`src/rtl/sm_pkg.sv`:
```
// rtl/sm_pkg.sv - shared sparse-map constants and FSM state encoding
package sm_pkg;
  localparam int GROUP   = 16;
  localparam int ADDR_W  = 16;
  localparam int DATA_W  = 16;
  localparam int BURST_W = 5;
  localparam int IDX_W   = 4;
  localparam int CNT_W   = 5;

  typedef enum logic [2:0] {
    IDLE,
    COLLECT,
    REQ_SM,
    WR_SM,
    REQ_NZ,
    WR_NZ
  } state_t;
endpackage

```
`src/rtl/sm_encoder_if.sv`:
```
// rtl/sm_encoder_if.sv - pixel input stream and pixel-memory write port
interface sm_encoder_if;
  import sm_pkg::*;

  logic              px_VLD;
  logic              px_RDY;
  logic [DATA_W-1:0] px_value_in;
  logic              px_last;

  logic               pxMem_WR_REQ;
  logic               pxMem_GRANT;
  logic               pxMem_WR_VLD;
  logic               pxMem_WR_RDY;
  logic [ADDR_W-1:0]  pxMem_Addr;
  logic [BURST_W-1:0] px_burst;
  logic [DATA_W-1:0]  pxMem_out;

  modport master (
    input  px_VLD, px_value_in, px_last, pxMem_GRANT, pxMem_WR_RDY,
    output px_RDY, pxMem_WR_REQ, pxMem_WR_VLD, pxMem_Addr, px_burst, pxMem_out
  );

  modport slave (
    output px_VLD, px_value_in, px_last, pxMem_GRANT, pxMem_WR_RDY,
    input  px_RDY, pxMem_WR_REQ, pxMem_WR_VLD, pxMem_Addr, px_burst, pxMem_out
  );
endinterface

```
`src/rtl/sm_nz_buffer.sv`:
```
// rtl/sm_nz_buffer.sv - nonzero value store for one group, appended at nnz
module sm_nz_buffer import sm_pkg::*; (
  input  logic              clk,
  input  logic              rst_n,
  input  logic              clr,
  input  logic              wr_en,
  input  logic [DATA_W-1:0] wr_data,
  input  logic [IDX_W-1:0]  rd_idx,
  output logic [DATA_W-1:0] rd_data,
  output logic [CNT_W-1:0]  nnz
);
  logic [DATA_W-1:0] mem [GROUP];

  always_ff @(posedge clk) begin
    if (!rst_n) begin
      nnz <= '0;
    end else if (clr) begin
      nnz <= '0;
    end else if (wr_en) begin
      nnz <= nnz + CNT_W'(1);
    end
  end

  // Storage needs no reset: only entries below nnz are ever read out.
  always_ff @(posedge clk) begin
    if (wr_en) begin
      mem[nnz[IDX_W-1:0]] <= wr_data;
    end
  end

  assign rd_data = mem[rd_idx];
endmodule

```
`src/rtl/sm_encoder.sv`:
```
// rtl/sm_encoder.sv - packs 16-pixel groups into SM word + nonzero list bursts
module sm_encoder import sm_pkg::*; (
  input  logic              clk,
  input  logic              rst_n,
  input  logic [ADDR_W-1:0] start_address,
  input  logic              op_start,
  output logic              busy,
  output logic [ADDR_W-1:0] end_address,
  sm_encoder_if.master      bus
);
  state_t             state, state_nxt;
  logic [ADDR_W-1:0]  wr_addr;
  logic [GROUP-1:0]   sm;
  logic [IDX_W-1:0]   idx;
  logic [IDX_W-1:0]   rd_idx;
  logic               last_grp;
  logic               px_fire, beat, nz_last, group_done, clr;
  logic [CNT_W-1:0]   nnz;
  logic [DATA_W-1:0]  nz_data;

  assign px_fire = (state == COLLECT) && bus.px_VLD;
  assign beat    = bus.pxMem_WR_VLD && bus.pxMem_WR_RDY;
  assign nz_last = ({1'b0, rd_idx} == (nnz - CNT_W'(1)));
  assign busy    = (state != IDLE);
  assign clr     = (state == IDLE) || group_done;

  sm_nz_buffer u_nz_buffer (
    .clk     (clk),
    .rst_n   (rst_n),
    .clr     (clr),
    .wr_en   (px_fire && (bus.px_value_in != '0)),
    .wr_data (bus.px_value_in),
    .rd_idx  (rd_idx),
    .rd_data (nz_data),
    .nnz     (nnz)
  );

  always_comb begin
    state_nxt  = state;
    group_done = 1'b0;
    case (state)
      IDLE:    if (op_start) state_nxt = COLLECT;
      COLLECT: if (px_fire && (idx == IDX_W'(GROUP - 1) || bus.px_last)) state_nxt = REQ_SM;
      REQ_SM:  if (bus.pxMem_GRANT) state_nxt = WR_SM;
      WR_SM: begin
        if (beat) begin
          if (nnz == '0) begin
            group_done = 1'b1;
            state_nxt  = last_grp ? IDLE : COLLECT;
          end else begin
            state_nxt = REQ_NZ;
          end
        end
      end
      REQ_NZ:  if (bus.pxMem_GRANT) state_nxt = WR_NZ;
      WR_NZ: begin
        if (beat && nz_last) begin
          group_done = 1'b1;
          state_nxt  = last_grp ? IDLE : COLLECT;
        end
      end
      default: state_nxt = IDLE;
    endcase
  end

  always_comb begin
    bus.px_RDY       = (state == COLLECT);
    bus.pxMem_WR_REQ = 1'b0;
    bus.pxMem_WR_VLD = 1'b0;
    bus.pxMem_Addr   = '0;
    bus.px_burst     = '0;
    bus.pxMem_out    = '0;
    case (state)
      REQ_SM: begin
        bus.pxMem_WR_REQ = 1'b1;
        bus.px_burst     = BURST_W'(1);
      end
      WR_SM: begin
        bus.pxMem_WR_REQ = 1'b1;
        bus.pxMem_WR_VLD = 1'b1;
        bus.pxMem_Addr   = wr_addr;
        bus.px_burst     = BURST_W'(1);
        bus.pxMem_out    = sm;
      end
      REQ_NZ: begin
        bus.pxMem_WR_REQ = 1'b1;
        bus.px_burst     = nnz;
      end
      WR_NZ: begin
        bus.pxMem_WR_REQ = 1'b1;
        bus.pxMem_WR_VLD = 1'b1;
        bus.pxMem_Addr   = wr_addr;
        bus.px_burst     = nnz;
        bus.pxMem_out    = nz_data;
      end
      default: ;
    endcase
  end

  always_ff @(posedge clk) begin
    if (!rst_n) begin
      state       <= IDLE;
      wr_addr     <= '0;
      sm          <= '0;
      idx         <= '0;
      rd_idx      <= '0;
      last_grp    <= 1'b0;
      end_address <= '0;
    end else begin
      state <= state_nxt;
      if (state == IDLE && op_start) begin
        wr_addr <= start_address;
      end else if (beat) begin
        wr_addr <= wr_addr + ADDR_W'(1);
      end
      if (clr) begin
        sm       <= '0;
        idx      <= '0;
        last_grp <= 1'b0;
      end else if (px_fire) begin
        sm[idx]  <= (bus.px_value_in != '0);
        idx      <= idx + IDX_W'(1);
        last_grp <= bus.px_last;
      end
      if (state == REQ_NZ) begin
        rd_idx <= '0;
      end else if (state == WR_NZ && beat) begin
        rd_idx <= rd_idx + IDX_W'(1);
      end
      // Leaving for IDLE always coincides with a final beat, so the address has one more step.
      if (state != IDLE && state_nxt == IDLE) begin
        end_address <= wr_addr + ADDR_W'(1);
      end
    end
  end
endmodule
```
`src/flat_wrapper.sv`:
```
// flat-port wrapper written by rule: the top's interface ports become plain ports
module sm_encoder_flat import sm_pkg::*;
  (clk, rst_n, start_address, op_start, busy, end_address, bus_px_VLD, bus_px_value_in, bus_px_last, bus_pxMem_GRANT, bus_pxMem_WR_RDY, bus_px_RDY, bus_pxMem_WR_REQ, bus_pxMem_WR_VLD, bus_pxMem_Addr, bus_px_burst, bus_pxMem_out);
  sm_encoder_if bus_i ();
  input  logic clk;
  input  logic rst_n;
  input  logic [ADDR_W-1:0] start_address;
  input  logic op_start;
  output logic busy;
  output logic [ADDR_W-1:0] end_address;
  input wire logic [$bits(bus_i.px_VLD)-1:0] bus_px_VLD;
  input wire logic [$bits(bus_i.px_value_in)-1:0] bus_px_value_in;
  input wire logic [$bits(bus_i.px_last)-1:0] bus_px_last;
  input wire logic [$bits(bus_i.pxMem_GRANT)-1:0] bus_pxMem_GRANT;
  input wire logic [$bits(bus_i.pxMem_WR_RDY)-1:0] bus_pxMem_WR_RDY;
  output wire logic [$bits(bus_i.px_RDY)-1:0] bus_px_RDY;
  output wire logic [$bits(bus_i.pxMem_WR_REQ)-1:0] bus_pxMem_WR_REQ;
  output wire logic [$bits(bus_i.pxMem_WR_VLD)-1:0] bus_pxMem_WR_VLD;
  output wire logic [$bits(bus_i.pxMem_Addr)-1:0] bus_pxMem_Addr;
  output wire logic [$bits(bus_i.px_burst)-1:0] bus_px_burst;
  output wire logic [$bits(bus_i.pxMem_out)-1:0] bus_pxMem_out;
  assign bus_i.px_VLD = bus_px_VLD;
  assign bus_i.px_value_in = bus_px_value_in;
  assign bus_i.px_last = bus_px_last;
  assign bus_i.pxMem_GRANT = bus_pxMem_GRANT;
  assign bus_i.pxMem_WR_RDY = bus_pxMem_WR_RDY;
  assign bus_px_RDY = bus_i.px_RDY;
  assign bus_pxMem_WR_REQ = bus_i.pxMem_WR_REQ;
  assign bus_pxMem_WR_VLD = bus_i.pxMem_WR_VLD;
  assign bus_pxMem_Addr = bus_i.pxMem_Addr;
  assign bus_px_burst = bus_i.px_burst;
  assign bus_pxMem_out = bus_i.pxMem_out;
  sm_encoder u_core (.clk(clk), .rst_n(rst_n), .start_address(start_address), .op_start(op_start), .busy(busy), .end_address(end_address), .bus(bus_i));
endmodule
```
`config.mk`:
```
export PLATFORM = sky130hd
export DESIGN_NAME = sm_encoder_flat
export DESIGN_NICKNAME = d
export VERILOG_FILES = /design/src/rtl/sm_pkg.sv /design/src/rtl/sm_encoder_if.sv /design/src/rtl/sm_nz_buffer.sv /design/src/rtl/sm_encoder.sv /design/src/flat_wrapper.sv
export SDC_FILE = /design/constraint.sdc
export NUM_CORES = 1
export LEC_CHECK = 0
export BUFFER_PORTS_ARGS = -buffer_cell sky130_fd_sc_hd__buf_4
export CAP_MARGIN = 20
export CORE_ASPECT_RATIO = 2
export CORE_UTILIZATION = 55
export CTS_CLUSTER_SIZE = 12
export DETAILED_ROUTE_END_ITERATION = 12
export PLACE_DENSITY_LB_ADDON = 0.15
export SETUP_SLACK_MARGIN = 0.3
export SLEW_MARGIN = 20
export SYNTH_ARGS = -nofsm -noshare
export SYNTH_HDL_FRONTEND = slang
export SYNTH_SLANG_ARGS = --single-unit
export TNS_END_PERCENT = 30
```
`constraint.sdc`:
```
create_clock -name clk -period 8.7 [get_ports clk]
set_clock_uncertainty 0.2 [all_clocks]
set_input_delay 1.74 -clock clk [delete_from_list [all_inputs] [get_ports clk]]
set_output_delay 1.74 -clock clk [all_outputs]
set_load 0.05 [all_outputs]
```
==> results of run 1 <==
-- flip-flops by register name, indices dropped and copies added (netlist names), named ones only --
name and cells:
u_core.u_nz_buffer.mem 256, u_core.end_address 16, u_core.sm 16, u_core.wr_addr 16, u_core.u_nz_buffer.nnz 5, u_core.idx 4, u_core.rd_idx 4, u_core.state 3
u_core.last_grp 1
-- cell families (layout without fill, tap and decap cells) --
logic type,Yosys count,after routing,synth area share [%]
muxes,102,102,14.9
and+or+nand+nor,239,239,8.62
AOI/OAI and AO/OA,107,107,5.00
xor gates and xnor gates,26,26,1.67
DFF,325,325,66.6
buffers and inverters,77,190,2.32
adders and majority gates,10,10,0.919
-- cells in the final DEF, fill, tap and decap left out, types with 16 or more instances in the layout --
master     synthesis  final
a21oi_1           41     41
a22o_1            16     16
and2_1            24     24
buf_4              0    116
clkbuf_1          41     24
clkbuf_16          0     31
dfxtp_1           69     66
edfxtp_1         256    256
mux2i_1           20     20
mux4_2            80     80
nand2_1           66     66
nor2_1            65     54
nor3_1            27     23
o21ai_0           23     23
-- power groups by stage --
stage | registers, W | clock network [W] | logic, W
detailed placement | 0.00173 | 0 | 0.000125
finish | 0.00170 | 0.00121 | 0.000124
CTS | 0.00170 | 0.00123 | 0.000125
global placement | 0.00173 | 0 | 0.000122
global route | 0.00170 | 0.00128 | 0.000134
floorplan | 0.00173 | 0 | 0.0000678
-- worst paths after layout --
kind / start / end / slack (ns)
setup / recovery: register / bus_pxMem_out[2] / 3.23
hold / removal: u_core.end_address[3]$_SDFFE_PN0P_ / u_core.end_address[3]$_SDFFE_PN0P_ / 0.26
setup reg to reg: u_core.state[0]$_SDFF_PN0_ / u_core.u_nz_buffer.mem[4][15]$_DFFE_PP_ / 5.64
hold reg to reg: u_core.end_address[3]$_SDFFE_PN0P_ / u_core.end_address[3]$_SDFFE_PN0P_ / 0.26
-- metrics by stage --
stage / instances / instance area, sq um / setup WS [ns] / power, W
after floorplan: 886 / 13600 / 4.45 / 0.00180
after global placement: 1272 / 14700 / 3.68 / 0.00185
after detailed placement: 1273 / 14700 / 3.70 / 0.00186
after CTS: 1331 / 15600 / 3.10 / 0.00305
after global routing: 1331 / 15600 / 2.96 / 0.00312
final: 1331 / 15600 / 3.23 / 0.00303
-- area by class of cell --
type                            count  area [sq um]
Timing Repair Buffer              117           882
Tap cell                          332           415
Clock inverter                      3          18.8
Multi-Input combinational cell    484          4280
Fill cell                        1801          8830
Inverter                           15          56.3
Sequential cell                   325          9070
Clock buffer                       55           866
-- routing by layer --
layer | share of wire [%] | up-vias
li1 | - | 3587
met1 | 36 | 4075
met2 | 56 | 284
met3 | 4.4 | 58
met4 | 3.3 | 0
met5 | 0 | -
-- tightest hold or removal path, cell delays in order (launching register included) --
cell and delay [ns]:
dfxtp_1 0.31, nand2_1 0.05, mux2i_1 0.05
==> results.toml, run 1 <==
[worst_setup_path]
worst-path-max-fanout = 33
required_ns = 6.76
crit_buf_inv = 2
arrival_ns = 3.53
critPathKind = "reg2out"
critical_path_depth = 5
critPathTopFamily = "multiplexers"
reg2reg_depth = 5
endpoint_kind = "output port"
worst_path_max_delay_cell = "dfxtp_4"
crit_path_start_kind = "register"
crit_chain = "buf_4 > mux4_2 > mux4_2 > a22o_1 > buf_4"
crit_path_max_incr_delay_ns = 0.77

[power_and_ir_drop]
power.density_nw_per_um2 = 194
p_sw_w = 0.000632
power_frac_comb_pct = 4.1
ir_drop_mv = 0.153
clock_power_share_pct = 39.8
swShare_pct = 20.9
p_seq_share_pct = 56.1
internal_power_w = 0.00240
p_leak_nw = 5.12

[sta]
worst_slew_pin_slew_ns = 0.974
setup_violations = 0
holdWs_ns = 0.255
period_share_pct = 62.8
maxSlewViolCount = 0
max_freq_mhz = 183
post-route-min-period_ns = 5.47
grt_setup_unrepaired = "false"
maxSlewHeadroom_pct = 34.4
finalSetupTns_ns = 0
hold_viol = 0

[global_route]
grt_max_degree = 65
grtUsageMet3_pct = 2.72
grt_pass1_wl_microns = 48300
overflow = 0
grt_usage_pct = 26.2
grt_pass1_vias = 7916
grt_busiest_layer = "met2"
antenna_found_initial = 0
met1_usage_pct = 30.5
grt.met2_usage_pct = 49.6

[hold_path]
hp-class = "reg2reg"
hold_path_depth = 2

[logic_synthesis]
ys_types = 52
postSynth.asyncResetShare_pct = 0
synthTopCellsByCount = "256 x edfxtp_1, 80 x mux4_2, 69 x dfxtp_1, 66 x nand2_1, 65 x nor2_1"
synthCells = 886
synth_area_sq_um = 13600
synthesis.nets = 935
synth-main-ff-cell = "edfxtp_1"
yosys.area.top_type_share_pct = 56.5
synth_edf_count = 256
synth_seq_cells = 325
ys_warn_count = 0
synth_seq_area_share_pct = 66.6
avgSynthCellArea_sq_um = 15.4
yosys.area.top_type = "edfxtp_1"
synth_area_leaders = "edfxtp_1 56%, mux4_2 13%, dfxtp_1 10%"
yosysMostFrequentCell = "edfxtp_1"

[placed_design]
routabilityCongestion = 0.902
dp_hpwl_microns = 20600
port_buffers = 95

[drt]
postRouteAntennaNets = 0
drt_drc_violations_left = 0
drt_iter0_drc = 711
vias = 8004
post_drt_wl_per_cell_microns = 23.9
via_per_inst = 6.01
dr.pass1.iters = 8
totalWireLength_microns = 31800

[floorplan]
start_util_pct = 55.8
coreArea_sq_um = 24400
die_h_microns = 225
num_rows = 81
die_x_microns = 113
num_io_pins = 96
dieArea_sq_um = 25400

[clock_tree]
ctsHoldBuffers = 0
clock_latency_ns = 0.56
clk_path_buf_depth = 3
clk_pin_slew_ns = 0.06
cts_tree = "done"
cts_sinks = 325
ctsResizeCount = 0
htreeDepth = 1
numCtsBuffers = 31
root_buffer = "clkbuf_16"
cts_setup_buffers = 0

[run_status]
outcome = "finished, final reports clean"

[final_layout]
nets = 1023
area_growth_syn_to_layout_pct = 14.5
final_util_pct = 63.8
n_antenna_cell = 0
drive_above_1_share_pct = 25.8

[run]
maxCapViolations = 0
Note: power is estimated with default switching activity, not from simulation.
==> inputs of run 2 (changes only) <==
==> constraint.sdc (replaced) <==
create_clock -name clk -period 5.6 [get_ports clk]
set_clock_uncertainty 0.2 [all_clocks]
set_input_delay 1.12 -clock clk [delete_from_list [all_inputs] [get_ports clk]]
set_output_delay 1.12 -clock clk [all_outputs]
set_load 0.05 [all_outputs]
==> run 2 against run 1 <==
  * Flip-flop and latch count did not move
  * Non-clock buffer count grew 1
  * Die area did not move
  * Global-route usage increased by 0.58 points
  * Critical path type unchanged
  * Critical endpoint is now bus_pxMem_out[6]
  * Highest routed layer unchanged
==> results.toml, run 2 (synthesized netlist as in run 1, its figures left out) <==
[run_status]
outcome = "finished, final reports clean"

[power_and_ir_drop]
ir_drop_mv = 0.304
p_leak_nw = 5.14
power.density_nw_per_um2 = 305
p_total_w = 0.00477

[worst_setup_path]
required_ns = 4.28
crit_path_start_kind = "register"
endpoint_kind = "output port"
arrival_ns = 3.34
reg2reg_depth = 4
critPathKind = "reg2out"
worst-path-max-fanout = 40

[drt]
route.met2.wl_microns = 18300
vias = 8007
wl_met3_microns = 1550
via_per_inst = 6.01
drt_drc_violations_left = 0
postRouteAntennaNets = 0
totalWireLength_microns = 32900
wl_met1_microns = 11600
post_drt_wl_per_cell_microns = 24.7
top_layer_used = "met4"
drt_iter0_drc = 679
dr.pass1.iters = 5

[final_layout]
drive_above_1_share_pct = 26.2
most-common-layout-cells = "256 x edfxtp_1, 117 x buf_4, 80 x mux4_2"
fill_cells = 1819
n_antenna_cell = 0
nets = 1024
largest_register_ffs = 256
fin_cells = 1332
final_common_cell = "edfxtp_1"
area_growth_syn_to_layout_pct = 14.8

[clock_tree]
ctsHoldBuffers = 0
root_buffer = "clkbuf_16"
cts_setup_buffers = 0
cts_tree = "done"
htreeDepth = 1
ctsResizeCount = 0
clk_path_buf_depth = 3
clock_latency_ns = 0.57
cts_sinks = 325
numCtsBuffers = 31
clk_pin_slew_ns = 0.06

[sta]
maxSlewHeadroom_pct = 21.5
hold_viol = 0
max_freq_mhz = 215
grt_setup_unrepaired = "false"
post-route-min-period_ns = 4.66
setup_violations = 0
worst_slew_pin_slew_ns = 1.18
maxSlewViolCount = 0
period_share_pct = 83.2
finalSetupTns_ns = 0

[placed_design]
port_buffers = 95
dp_hpwl_microns = 21200
dp_cells = 1274
routabilityCongestion = 0.891

[floorplan]
start_util_pct = 55.8
coreArea_sq_um = 24400
num_io_pins = 96
dieArea_sq_um = 25400
die_h_microns = 225
die_x_microns = 113
num_rows = 81

[global_route]
grt_usage_pct = 26.8
grt_pass1_vias = 7857
overflow = 0
antenna_found_initial = 0
grt_pass1_wl_microns = 48900
grt_max_degree = 41

[hold_path]
hold_path_depth = 2
hp-class = "reg2reg"

[run]
maxCapViolations = 0
==> run 2: stage by stage <==
| step | setup WS [ns] | util [%] | hold slack (ns) | instance area, sq um |
|---|---|---|---|---|
| 6_report | 0.943 | 64.0 | 0.259 | 15600 |
| 4_1_cts | 0.842 | 64.0 | 0.260 | 15600 |
| 3_3_place_gp | 1.46 | 60.2 | 0.243 | 14700 |
| 3_5_place_dp | 1.46 | 60.3 | 0.248 | 14700 |
| 2_1_floorplan | 1.97 | - | 0.264 | 13600 |
| 5_1_grt | 0.718 | 64.0 | 0.270 | 15600 |
==> run 2: worst paths after layout <==
| path | end | slack (ns) | start |
|---|---|---|---|
| setup / recovery | bus_pxMem_out[6] | 0.94 | register |
| hold / removal | u_core.end_address[10]$_SDFFE_PN0P_ | 0.26 | u_core.end_address[10]$_SDFFE_PN0P_ |
| setup reg to reg | u_core.u_nz_buffer.mem[3][5]$_DFFE_PP_ | 2.43 | u_core.state[0]$_SDFF_PN0_ |
| hold reg to reg | u_core.end_address[10]$_SDFFE_PN0P_ | 0.26 | u_core.end_address[10]$_SDFFE_PN0P_ |
==> run 2: metal layers <==
layer | track usage [%] | vias up
li1 | - | 3590
met1 | 30.4 | 4034
met2 | 50.5 | 304
met3 | 2.53 | 79
met4 | 12.0 | 0
met5 | 0 | -
==> run 2: report_power, final <==
| part | internal, W | switching (W) |
|---|---|---|
| Sequential | 0.00262 | 0.0000221 |
| Combinational | 0.0000692 | 0.000124 |
| Clock | 0.00108 | 0.000852 |
==> run 2: final cells by class <==
type	count	area [sq um]	area share, %
clock buffers	56	905	5.78
clock inverters	2	13.8	0.0880
inverters	15	56.3	0.360
multi-input cells	484	4280	27.4
flip-flops and latches	325	9070	58.0
well taps	332	415	2.66
repair buffers	118	890	5.69
==> run 2: worst max-delay path: stages, from the launching register on <==
cell     delay, ns
dfxtp_4       0.86
buf_4         0.40
mux4_2        0.53
mux4_2        0.52
a22o_1        0.22
buf_4         0.19
